`src/rtl/writeback_arbiter.sv`:
```
// Writeback arbiter: merges ALU and load writes into one register-file write port,
// queuing the losers in age order and flagging outstanding writes to decode.
module writeback_arbiter #(
  parameter int W     = 8,
  parameter int D     = 3,
  parameter int DEPTH = 4
) (
  input  logic         Clk,
  input  logic         Reset_n,
  input  logic         AluValid,
  input  logic [D-1:0] AluAddr,
  input  logic [W-1:0] AluData,
  input  logic         MemValid,
  input  logic [D-1:0] MemAddr,
  input  logic [W-1:0] MemData,
  input  logic [D-1:0] HazAddr,
  output logic         HazHit,
  output logic         Stall,
  output logic         Overflow,
  output logic         WriteEn,
  output logic [D-1:0] Waddr,
  output logic [W-1:0] DataIn
);

  localparam int AW = $clog2(DEPTH);
  localparam int CW = AW + 1;
  localparam logic [AW-1:0] PTR_ONE = AW'(1);

  logic [D-1:0]  q_addr [DEPTH];
  logic [W-1:0]  q_data [DEPTH];
  logic [AW-1:0] rd_ptr_reg, wr_ptr_reg;
  logic [CW-1:0] count_reg, count_next;
  logic          we_reg, stall_reg, ovf_reg;
  logic [D-1:0]  waddr_reg;
  logic [W-1:0]  data_reg;

  logic          alu_acc, mem_acc, pop;
  logic          sel_valid, push0_valid, push1_valid;
  logic [D-1:0]  sel_addr, push0_addr, push1_addr;
  logic [W-1:0]  sel_data, push0_data, push1_data;
  logic [1:0]    n_push;
  logic [DEPTH-1:0] entry_hit;

  // Requests arriving while stalled never enter the datapath.
  assign alu_acc = AluValid & ~stall_reg;
  assign mem_acc = MemValid & ~stall_reg;
  assign pop     = (count_reg != '0);

  always_comb begin
    sel_valid   = 1'b0;
    sel_addr    = waddr_reg;
    sel_data    = data_reg;
    push0_valid = 1'b0;
    push0_addr  = MemAddr;
    push0_data  = MemData;
    push1_valid = 1'b0;
    push1_addr  = AluAddr;
    push1_data  = AluData;
    if (pop) begin
      sel_valid = 1'b1;
      sel_addr  = q_addr[rd_ptr_reg];
      sel_data  = q_data[rd_ptr_reg];
      if (mem_acc) begin
        push0_valid = 1'b1;
        push1_valid = alu_acc;
      end else if (alu_acc) begin
        push0_valid = 1'b1;
        push0_addr  = AluAddr;
        push0_data  = AluData;
      end
    end else if (mem_acc) begin
      sel_valid   = 1'b1;
      sel_addr    = MemAddr;
      sel_data    = MemData;
      push0_valid = alu_acc;
      push0_addr  = AluAddr;
      push0_data  = AluData;
    end else if (alu_acc) begin
      sel_valid = 1'b1;
      sel_addr  = AluAddr;
      sel_data  = AluData;
    end
  end

  assign n_push     = {1'b0, push0_valid} + {1'b0, push1_valid};
  assign count_next = count_reg - CW'(pop) + CW'(n_push);

  always_ff @(posedge Clk or negedge Reset_n) begin
    if (!Reset_n) begin
      rd_ptr_reg <= '0;
      wr_ptr_reg <= '0;
      count_reg  <= '0;
      we_reg     <= 1'b0;
      waddr_reg  <= '0;
      data_reg   <= '0;
      stall_reg  <= 1'b0;
      ovf_reg    <= 1'b0;
    end else begin
      rd_ptr_reg <= rd_ptr_reg + AW'(pop);
      wr_ptr_reg <= wr_ptr_reg + AW'(n_push);
      count_reg  <= count_next;
      we_reg     <= sel_valid;
      waddr_reg  <= sel_addr;
      data_reg   <= sel_data;
      stall_reg  <= (count_next >= CW'(DEPTH - 1));
      if (stall_reg && (AluValid || MemValid))
        ovf_reg <= 1'b1;
    end
  end

  // Queue storage needs no reset: validity comes only from the pointers.
  always_ff @(posedge Clk) begin
    if (push0_valid) begin
      q_addr[wr_ptr_reg] <= push0_addr;
      q_data[wr_ptr_reg] <= push0_data;
    end
    if (push1_valid) begin
      q_addr[wr_ptr_reg + PTR_ONE] <= push1_addr;
      q_data[wr_ptr_reg + PTR_ONE] <= push1_data;
    end
  end

  genvar gi;
  generate
    for (gi = 0; gi < DEPTH; gi++) begin : g_haz
      logic [AW-1:0] offset;
      assign offset        = AW'(gi) - rd_ptr_reg;
      assign entry_hit[gi] = ({1'b0, offset} < count_reg) && (q_addr[gi] == HazAddr);
    end
  endgenerate

  assign HazHit = (|entry_hit)
                | (we_reg && (waddr_reg == HazAddr))
                | (AluValid && (AluAddr == HazAddr))
                | (MemValid && (MemAddr == HazAddr));

  assign Stall    = stall_reg;
  assign Overflow = ovf_reg;
  assign WriteEn  = we_reg;
  assign Waddr    = waddr_reg;
  assign DataIn   = data_reg;

endmodule

```
`config.mk`:
```
export PLATFORM = sky130hd
export DESIGN_NAME = writeback_arbiter
export DESIGN_NICKNAME = d
export VERILOG_FILES = /design/src/rtl/writeback_arbiter.sv
export SDC_FILE = /design/constraint.sdc
export NUM_CORES = 1
export LEC_CHECK = 0
export CORE_UTILIZATION = 34
export DETAILED_ROUTE_END_ITERATION = 16
export PLACE_DENSITY = 0.58
export SYNTH_ARGS = -nofsm -noshare
export SYNTH_HDL_FRONTEND = slang
export SYNTH_SLANG_ARGS = --single-unit
```
`constraint.sdc`:
```
create_clock -name Clk -period 4.6 [get_ports Clk]
set_input_delay 0.69 -clock Clk [delete_from_list [all_inputs] [get_ports Clk]]
set_output_delay 0.69 -clock Clk [all_outputs]
set_load 0.02 [all_outputs]
```
==> results of run 1 <==
==> area by class of cell <==
class,instances,area [um^2],area share [%]
repair buffers,51,490,10.4
multi-input cells,191,1870,39.6
clock inverters,6,50.0,1.06
flip-flops and latches,65,1850,39.2
inverters,11,41.3,0.877
well taps,140,175,3.72
clock buffers,10,239,5.07
==> layer usage <==
metal,track usage (%),wire (um),vias up,share of wire [%]
met4,5.05,76,0,0.85
li1,-,-,1168,-
met2,28.5,4590,63,51
met1,20.6,3910,1205,44
met3,3.77,380,6,4.2
met5,0,0,-,0
==> where the power goes <==
part           switching (mW)  total (mW)  internal [mW]  leakage, nW
combinational           0.665        1.36          0.697         1.03
sequential              0.186        1.04          0.857        0.643
clock                   0.267       0.652          0.385        0.136
==> per-stage QoR <==
| stage | utilization (%) | area (um^2) | power [mW] | hold WS [ns] | cells |
|---|---|---|---|---|---|
| CTS | 42.7 | 4710 | 3.10 | 0.472 | 474 |
| global route | 42.7 | 4710 | 3.26 | 0.504 | 474 |
| finish | 42.7 | 4710 | 3.06 | 0.463 | 474 |
| floorplan | - | 3910 | 2.03 | 0.394 | 289 |
| global placement | 40.1 | 4420 | 2.40 | 0.455 | 458 |
| detailed placement | 40.1 | 4420 | 2.44 | 0.458 | 458 |
==> kinds of logic after synthesis <==
| group | after synthesis |
|---|---|
| muxes | 55 |
| adders and majority gates | 11 |
| xor gates and xnor gates | 27 |
| DFF | 65 |
| AOI/OAI and AO/OA | 60 |
| and+or+nand+nor | 38 |
| buffers and inverters | 33 |
==> Yosys cell counts, types with 10 or more instances <==
library cell,number,area (um^2)
mux4_2,11,248
mux2_2,11,124
o21ai_0,16,80.1
inv_1,11,41.3
mux2_4,30,450
nand2_1,15,56.3
a22oi_1,13,97.6
dfrtp_1,21,526
a2bb2oi_1,11,96.3
edfxtp_1,44,1320
xor2_1,14,123
xnor2_1,13,114
ha_1,10,125
==> final timing paths <==
check	start	end	cells past startpoint
max in group asynchronous	Reset_n	Waddr[2]$_DFFE_PN0P_	1
max	HazAddr[1]	HazHit	6
min in group asynchronous	Reset_n	DataIn[1]$_DFFE_PN0P_	1
min reg2reg	Overflow$_DFFE_PN0P_	Overflow$_DFFE_PN0P_	1
max reg2reg	count_reg[0]$_DFF_PN0_	Stall$_DFF_PN0_	14
min	Overflow$_DFFE_PN0P_	Overflow$_DFFE_PN0P_	1
==> worst max-delay path, delay by kind of cell <==
family | cells | cell delay, ns
xor+xnor | 1 | 0.20
buf+inv | 2 | 1.29
simple gates | 2 | 0.23
compound gates | 1 | 0.36
==> flow_metrics.py, run 1 <==
metrics = {
    "status": {
        "status": "complete, no violations",
    },
    "detailed_routing": {
        "drc_errors": 0,
        "drtAntennaViolNets": 0,
        "wirelength_um": 8960,
        "wl_per_cell_um": 18.9,
        "drt-initial-drc-count": 141,
        "drtPass1Iterations": 4,
        "routed_via_density": 5.15,
        "vias": 2442,
    },
    "layout": {
        "drive_above_1_share_pct": 25.4,
        "largest_reg_flops": 32,
        "final_cell_mix": "44 x edfxtp_1, 43 x clkdlybuf4s50_1, 30 x mux2_4",
        "final_common_cell": "edfxtp_1",
        "fin_nets": 369,
        "largest_register": "q_data",
        "antenna_cells": 0,
        "synthToLayoutAreaGrowth_pct": 20.6,
        "nFillCells": 1018,
    },
    "clock_network": {
        "h-tree-depth": 3,
        "clock-sinks": 65,
        "cts_resized": 0,
        "hold_buffers": 0,
        "clock-root-buffer": "clkbuf_16",
        "path_clk_slew_ns": 0.05,
        "insertion_delay_ns": 0.33,
        "cts_setup_buffers": 0,
        "cts_tree": "yes",
        "clock_path_buffers": 2,
        "cts_inserted_buffers": 9,
    },
    "job": {
        "drv_cap": 0,
    },
    "setup_path": {
        "cp_slowest_stage_delay_ns": 0.73,
        "cp-end-kind": "output port",
        "worstPathMaxFanout": 7,
        "critical_path.slowest_cell": "clkdlybuf4s50_1",
        "required_ns": 3.91,
        "path_cells": "clkdlybuf4s50_1 > xor2_1 > nor3_1 > o41ai_1 > nand4_1 > clkdlybuf4s50_1",
        "reg2reg_slack_ns": 1.22,
        "crit_path_frequent_cell": "clkdlybuf4s50_1",
        "worstSetupPathType": "in -> out",
        "cp-start-kind": "input pin",
        "crit_arrival_ns": 2.76,
    },
    "yosys": {
        "synthAdderAreaFrac_pct": 3.72,
        "avgSynthCellArea_um2": 13.5,
        "synth-async-reset-ratio_pct": 32.3,
        "synth_top_family_by_area": "multiplexers",
        "synth_edf_count": 44,
        "yosysUniqueCellTypes": 41,
        "syn-instance-count": 289,
        "yosys.area_share.xor_xnor_pct": 6.06,
        "synthFlopType": "edfxtp_1",
        "ys_ff_latch": 65,
        "ys_seq_area_share_pct": 47.3,
        "synth-compound-area-share_pct": 10.9,
        "netlist_area_um2": 3900,
        "yosys.area_share.simple_pct": 5.00,
        "yosysWarnings": 0,
        "synth.area.mux_share_pct": 21.9,
        "syn_nets": 329,
    },
    "floorplanning": {
        "core_um2": 11000,
        "die_h_um": 109,
        "die_w_um": 109,
        "initial_core_util_pct": 35.4,
        "top_level_ports": 44,
        "num_rows": 38,
        "dieArea_um2": 11900,
    },
    "placement": {
        "port_buffers": 43,
        "dp_hpwl_um": 6010,
        "gp_congestion": 0.749,
        "place_ws_ns": 1.07,
    },
    "sta": {
        "final_max_slew_viol_count": 0,
        "finalCritPeriodShare_pct": 75.1,
        "fin_crit_ns": 3.45,
        "rsz0062_at_grt": "false",
        "max_freq_mhz": 290,
        "setup_violations": 0,
        "relSlewSlack_pct": 18.1,
        "worstMarginPinSlew_ns": 1.23,
        "tns_ns": 0,
        "layout_setup_ws_ns": 1.15,
        "hold_viol": 0,
        "clock_skew_ns": 0.0115,
    },
    "power": {
        "pwr_density_cell_nw_per_um2": 649,
        "ir_drop_mv": 0.238,
        "leakagePower_nw": 1.81,
    },
    "global_route": {
        "grt_pass1_wl_um": 14300,
        "grt_max_degree": 25,
        "gr-total-overflow": 0,
        "first_global_vias": 2578,
        "grt_use_total_pct": 16.6,
        "antenna_found_initial": 0,
    },
    "hold_path": {
        "hp-class": "reg -> reg",
    },
}
(Power assumes the default switching activity.)
==> inputs of run 2 (changes only) <==
- clock period: 4.6 -> 3.2 ns (I/O delays scaled with it)
==> run 2 against run 1 <==
  * Total power up 49%
  * Clock power up 56%
  * Non-clock buffer count up 11
  * Hold slack better by 0.035 ns
  * Wire length up 2.8%
  * Critical path depth unchanged
==> flow_metrics.py, run 2 (synthesis gave the netlist of run 1 again) <==
metrics = {
    "floorplanning": {
        "core_um2": 11000,
        "top_level_ports": 44,
        "die_h_um": 109,
        "die_w_um": 109,
        "initial_core_util_pct": 35.4,
        "num_rows": 38,
        "dieArea_um2": 11900,
    },
    "power": {
        "switching_share_pct": 35.1,
        "p_comb_share_pct": 46.5,
        "switching_power_mw": 1.60,
        "power_mw": 4.57,
        "pwr-share-seq_pct": 31.1,
        "intPower_mw": 2.96,
        "leakagePower_nw": 1.88,
        "p_clk_share_pct": 22.4,
        "pwr_density_cell_nw_per_um2": 949,
        "ir_drop_mv": 0.338,
    },
    "sta": {
        "hold_viol": 0,
        "setup_violations": 0,
        "max_freq_mhz": 331,
        "finalCritPeriodShare_pct": 94.5,
        "worstMarginPinSlew_ns": 1.10,
        "final_max_slew_viol_count": 0,
        "tns_ns": 0,
        "fin_crit_ns": 3.02,
        "clock_skew_ns": 0.00814,
        "relSlewSlack_pct": 26.4,
        "rsz0062_at_grt": "false",
    },
    "detailed_routing": {
        "vias": 2506,
        "drt-initial-drc-count": 81,
        "wirelength_um": 9200,
        "routed_via_density": 5.17,
        "wl_per_cell_um": 19.0,
        "drtAntennaViolNets": 0,
        "drtPass1Iterations": 4,
        "drc_errors": 0,
    },
    "clock_network": {
        "insertion_delay_ns": 0.32,
        "cts_tree": "yes",
        "cts_inserted_buffers": 9,
        "clock-root-buffer": "clkbuf_16",
        "h-tree-depth": 3,
        "cts_resized": 0,
        "path_clk_slew_ns": 0.05,
        "hold_buffers": 0,
        "clock-sinks": 65,
        "cts_setup_buffers": 0,
        "clock_path_buffers": 2,
    },
    "setup_path": {
        "crit_arrival_ns": 2.54,
        "worstSetupPathType": "in -> out",
        "required_ns": 2.72,
        "critical_path.slowest_cell": "clkdlybuf4s50_1",
        "crit_path_frequent_cell": "clkdlybuf4s50_1",
        "cp-start-kind": "input pin",
        "cp-end-kind": "output port",
        "worstPathMaxFanout": 7,
        "cp_slowest_stage_delay_ns": 0.72,
        "path_cells": "clkdlybuf4s50_1 > xor2_1 > nor3_1 > o41ai_1 > nand4_1 > clkdlybuf4s50_1",
    },
    "placement": {
        "dp.cells": 469,
        "dp_hpwl_um": 6390,
        "gp_congestion": 0.743,
        "port_buffers": 43,
    },
    "layout": {
        "final_cells": 485,
        "drive_above_1_share_pct": 27.2,
        "antenna_cells": 0,
        "fin_util_pct": 43.6,
        "final_common_cell": "edfxtp_1",
        "synthToLayoutAreaGrowth_pct": 23.3,
        "fin_nets": 380,
        "largest_reg_flops": 32,
        "largest_register": "q_data",
        "final_cell_mix": "44 x edfxtp_1, 43 x clkdlybuf4s50_1, 30 x mux2_4",
    },
    "global_route": {
        "first_global_vias": 2672,
        "gr-total-overflow": 0,
        "grt_max_degree": 25,
        "grt_use_total_pct": 17.0,
        "antenna_found_initial": 0,
        "grt_pass1_wl_um": 14500,
    },
    "status": {
        "status": "complete, no violations",
    },
    "hold_path": {
        "hp-class": "reg -> reg",
    },
    "job": {
        "drv_cap": 0,
    },
}
[run 2: final timing paths]
kind                                              from                      end  slack (ns)  cells after the start
worst max-delay path                        HazAddr[0]                   HazHit        0.18                      6
worst min-delay path              Overflow$_DFFE_PN0P_     Overflow$_DFFE_PN0P_        0.50                      1
worst max register to register  count_reg[0]$_DFF_PN0_          Stall$_DFF_PN0_        0.35                     14
worst min register to register    Overflow$_DFFE_PN0P_     Overflow$_DFFE_PN0P_        0.50                      1
max in group asynchronous                      Reset_n  rd_ptr_reg[1]$_DFF_PN0_        2.44                      2
min in group asynchronous                      Reset_n    DataIn[4]$_DFFE_PN0P_        0.52                      2
[run 2: critical path, delay by kind of cell]
family | cells | cell delay (ns)
compound gates | 1 | 0.37
xor+xnor | 1 | 0.21
buf+inv | 2 | 1.27
simple gates | 2 | 0.22
[run 2: through the flow]
| stage | instance area, um^2 | setup slack, ns | hold WS (ns) |
|---|---|---|---|
| CTS | 4810 | 0.163 | 0.516 |
| detailed placement | 4500 | 0.0230 | 0.502 |
| finish | 4810 | 0.176 | 0.498 |
| floorplan | 3910 | 0.400 | 0.184 |
| global placement | 4500 | 0.146 | 0.495 |
| global route | 4810 | 0.0686 | 0.543 |
[run 2: final cells by class]
class,count,area [um^2]
repair buffers,62,573
fillers,1056,6220
inverters,11,41.3
multi-input cells,191,1870
clock inverters,7,85.1
well taps,140,175
flip-flops and latches,65,1850
clock buffers,9,225
[run 2: power groups by stage]
stage          clock [mW]  sequential (mW)  combinational [mW]
6_report             1.02             1.42                2.12
5_1_grt              1.07             1.45                2.34
4_1_cts              1.04             1.43                2.16
3_5_place_dp            0             1.44                2.15
3_3_place_gp            0             1.43                2.10
2_1_floorplan           0             1.46                1.46
[run 2: layer usage]
metal	up-vias	track usage, %	part of all wire, %
li1	1189	-	-
met1	1254	20.6	43
met2	51	30.6	53
met3	12	2.27	3.2
met4	0	6.00	1.4
met5	-	0	0
==> inputs of run 3 (changes only) <==
- CORE_UTILIZATION: 34 -> 55
- PLACE_DENSITY: 0.58 -> 0.83
- REMOVE_ABC_BUFFERS: default -> 1
==> run 3 against run 2 <==
  * Sequential power is essentially flat
  * Highest routed layer unchanged
  * Combinational power shrank 2%
  * Wire length shrank 5.3%
  * Global-route usage grew 8.8 points
  * Utilization grew 25 points
  * Largest power group unchanged
  * Fmax shrank 0.99%
  * Setup slack lost 0.030 ns
==> flow_metrics.py, run 3 (synthesis gave the netlist of run 1 again) <==
metrics = {
    "setup_path": {
        "cp_top_family": "buffers and inverters",
        "critical_path.slowest_cell": "clkdlybuf4s50_1",
        "crit_arrival_ns": 2.57,
        "cp-end-kind": "output port",
        "r2r-start": "count_reg[0]$_DFF_PN0_",
        "crit_buf_inv": 2,
        "cp-startpoint": "HazAddr[0]",
        "path_cells": "clkdlybuf4s50_1 > xor2_1 > nor3_1 > o41ai_1 > nand4_1 > clkdlybuf4s50_1",
        "cp-start-kind": "input pin",
        "required_ns": 2.72,
        "cp_slowest_stage_delay_ns": 0.70,
        "crit_path_frequent_cell": "clkdlybuf4s50_1",
        "worstSetupPathType": "in -> out",
        "worstPathMaxFanout": 7,
    },
    "global_route": {
        "grt_max_degree": 25,
        "antenna_found_initial": 0,
        "grt.busiest_layer": "met2",
        "first_global_vias": 2624,
        "grt_pass1_wl_um": 13900,
        "grt_use_total_pct": 25.8,
        "gr-total-overflow": 0,
        "use_met2_pct": 46.5,
        "use_met1_pct": 31.3,
        "global_route.usage.met3_pct": 3.90,
    },
    "clock_network": {
        "clock_path_buffers": 2,
        "cts_resized": 0,
        "hold_buffers": 0,
        "h-tree-depth": 3,
        "cts_setup_buffers": 0,
        "insertion_delay_ns": 0.35,
        "clock-sinks": 65,
        "cts_inserted_buffers": 9,
        "clock-root-buffer": "clkbuf_8",
        "path_clk_slew_ns": 0.06,
        "cts_tree": "yes",
    },
    "detailed_routing": {
        "drc_errors": 0,
        "routed_via_density": 5.87,
        "drtAntennaViolNets": 0,
        "vias": 2575,
        "drt-initial-drc-count": 164,
        "wirelength_um": 8710,
        "wl_per_cell_um": 19.8,
        "drtPass1Iterations": 5,
    },
    "layout": {
        "synthToLayoutAreaGrowth_pct": 19.8,
        "largest_reg_flops": 32,
        "final_cell_mix": "44 x edfxtp_1, 43 x clkdlybuf4s50_1, 30 x mux2_4",
        "drive_above_1_share_pct": 27.1,
        "seqCellArea_um2": 1850,
        "multi_input_area_um2": 1860,
        "antenna_cells": 0,
        "final_common_cell": "edfxtp_1",
        "largest_register": "q_data",
        "nFillCells": 497,
        "fin_nets": 379,
    },
    "sta": {
        "finalCritPeriodShare_pct": 95.4,
        "holdWs_ns": 0.472,
        "tns_ns": 0,
        "worstMarginPinSlew_ns": 0.928,
        "clock_skew_ns": 0.00907,
        "hold_viol": 0,
        "max_freq_mhz": 327,
        "rsz0062_at_grt": "false",
        "layout_setup_ws_ns": 0.146,
        "setup_violations": 0,
        "fin_crit_ns": 3.05,
        "final_max_slew_viol_count": 0,
        "relSlewSlack_pct": 38.1,
    },
    "floorplanning": {
        "dieArea_um2": 7440,
        "num_rows": 30,
        "die_w_um": 86.3,
        "initial_core_util_pct": 57.2,
        "top_level_ports": 44,
        "die_h_um": 86.3,
        "core_um2": 6830,
    },
    "power": {
        "leakagePower_nw": 1.84,
        "ir_drop_mv": 0.543,
        "pwr_density_cell_nw_per_um2": 936,
    },
    "placement": {
        "dp_hpwl_um": 6020,
        "port_buffers": 43,
        "gp_congestion": 0.819,
        "place_ws_ns": -0.00613,
    },
    "hold_path": {
        "hp-class": "reg -> reg",
        "min_from": "Overflow$_DFFE_PN0P_",
    },
    "job": {
        "drv_cap": 0,
    },
    "status": {
        "status": "complete, no violations",
    },
}
## run 3: cell count changes in the layout (fill, tap and decap cells not counted), sizes merged
cell and delta:
buf -1, bufinv +1, clkbuf +1, clkinv -2
clkinvlp -1
## run 3: report_power, final
group / internal (mW) / switching [mW]
Combinational: 1.05 / 1.03
Sequential: 1.23 / 0.213
Clock: 0.535 / 0.326
Total: 2.81 / 1.57
## run 3: final timing paths
kind	end	slack (ns)	cells past startpoint
worst max-delay path	HazHit	0.15	6
worst min register to register	Overflow$_DFFE_PN0P_	0.47	1
worst max register to register	Stall$_DFF_PN0_	0.30	14
worst min-delay path	Overflow$_DFFE_PN0P_	0.47	1
min in group asynchronous	DataIn[1]$_DFFE_PN0P_	0.48	2
max in group asynchronous	Waddr[1]$_DFFE_PN0P_	2.48	2
## run 3: final cells by class
cell class                 instances  share of cell area (%)
inverter                          11                   0.883
timing repair buffer              61                    12.1
clock buffer                      10                    2.94
tap                               96                    2.57
clock inverter                     5                    2.22
sequential                        65                    39.5
multi-input combinational        191                    39.8
## run 3: metal layers
layer,vias up,routed length [um]
li1,1186,-
met1,1286,3380
met2,89,4680
met3,14,490
met4,0,163
met5,-,0
## run 3: worst register-to-register path: stages (launching register included)
cell and delay (ns):
dfrtp_1 0.44, nor3_2 0.23, inv_1 0.09, o21ai_0 0.10, a21o_1 0.19, inv_1 0.06
ha_1 0.29, inv_1 0.05, ha_1 0.26, inv_1 0.04, ha_1 0.18, fa_1 0.38
xnor2_1 0.21, xnor2_1 0.11, a21o_1 0.16
## run 3: metrics by stage
| step | area [um^2] | std cells | util [%] | total power, mW |
|---|---|---|---|---|
| 2_1_floorplan | 3740 | 267 | - | 2.79 |
| 5_1_grt | 4680 | 439 | 68.5 | 4.63 |
| 6_report | 4680 | 439 | 68.5 | 4.38 |
| 3_5_place_dp | 4440 | 424 | 64.9 | 3.53 |
| 3_3_place_gp | 4440 | 424 | 64.9 | 3.44 |
| 4_1_cts | 4680 | 439 | 68.5 | 4.40 |
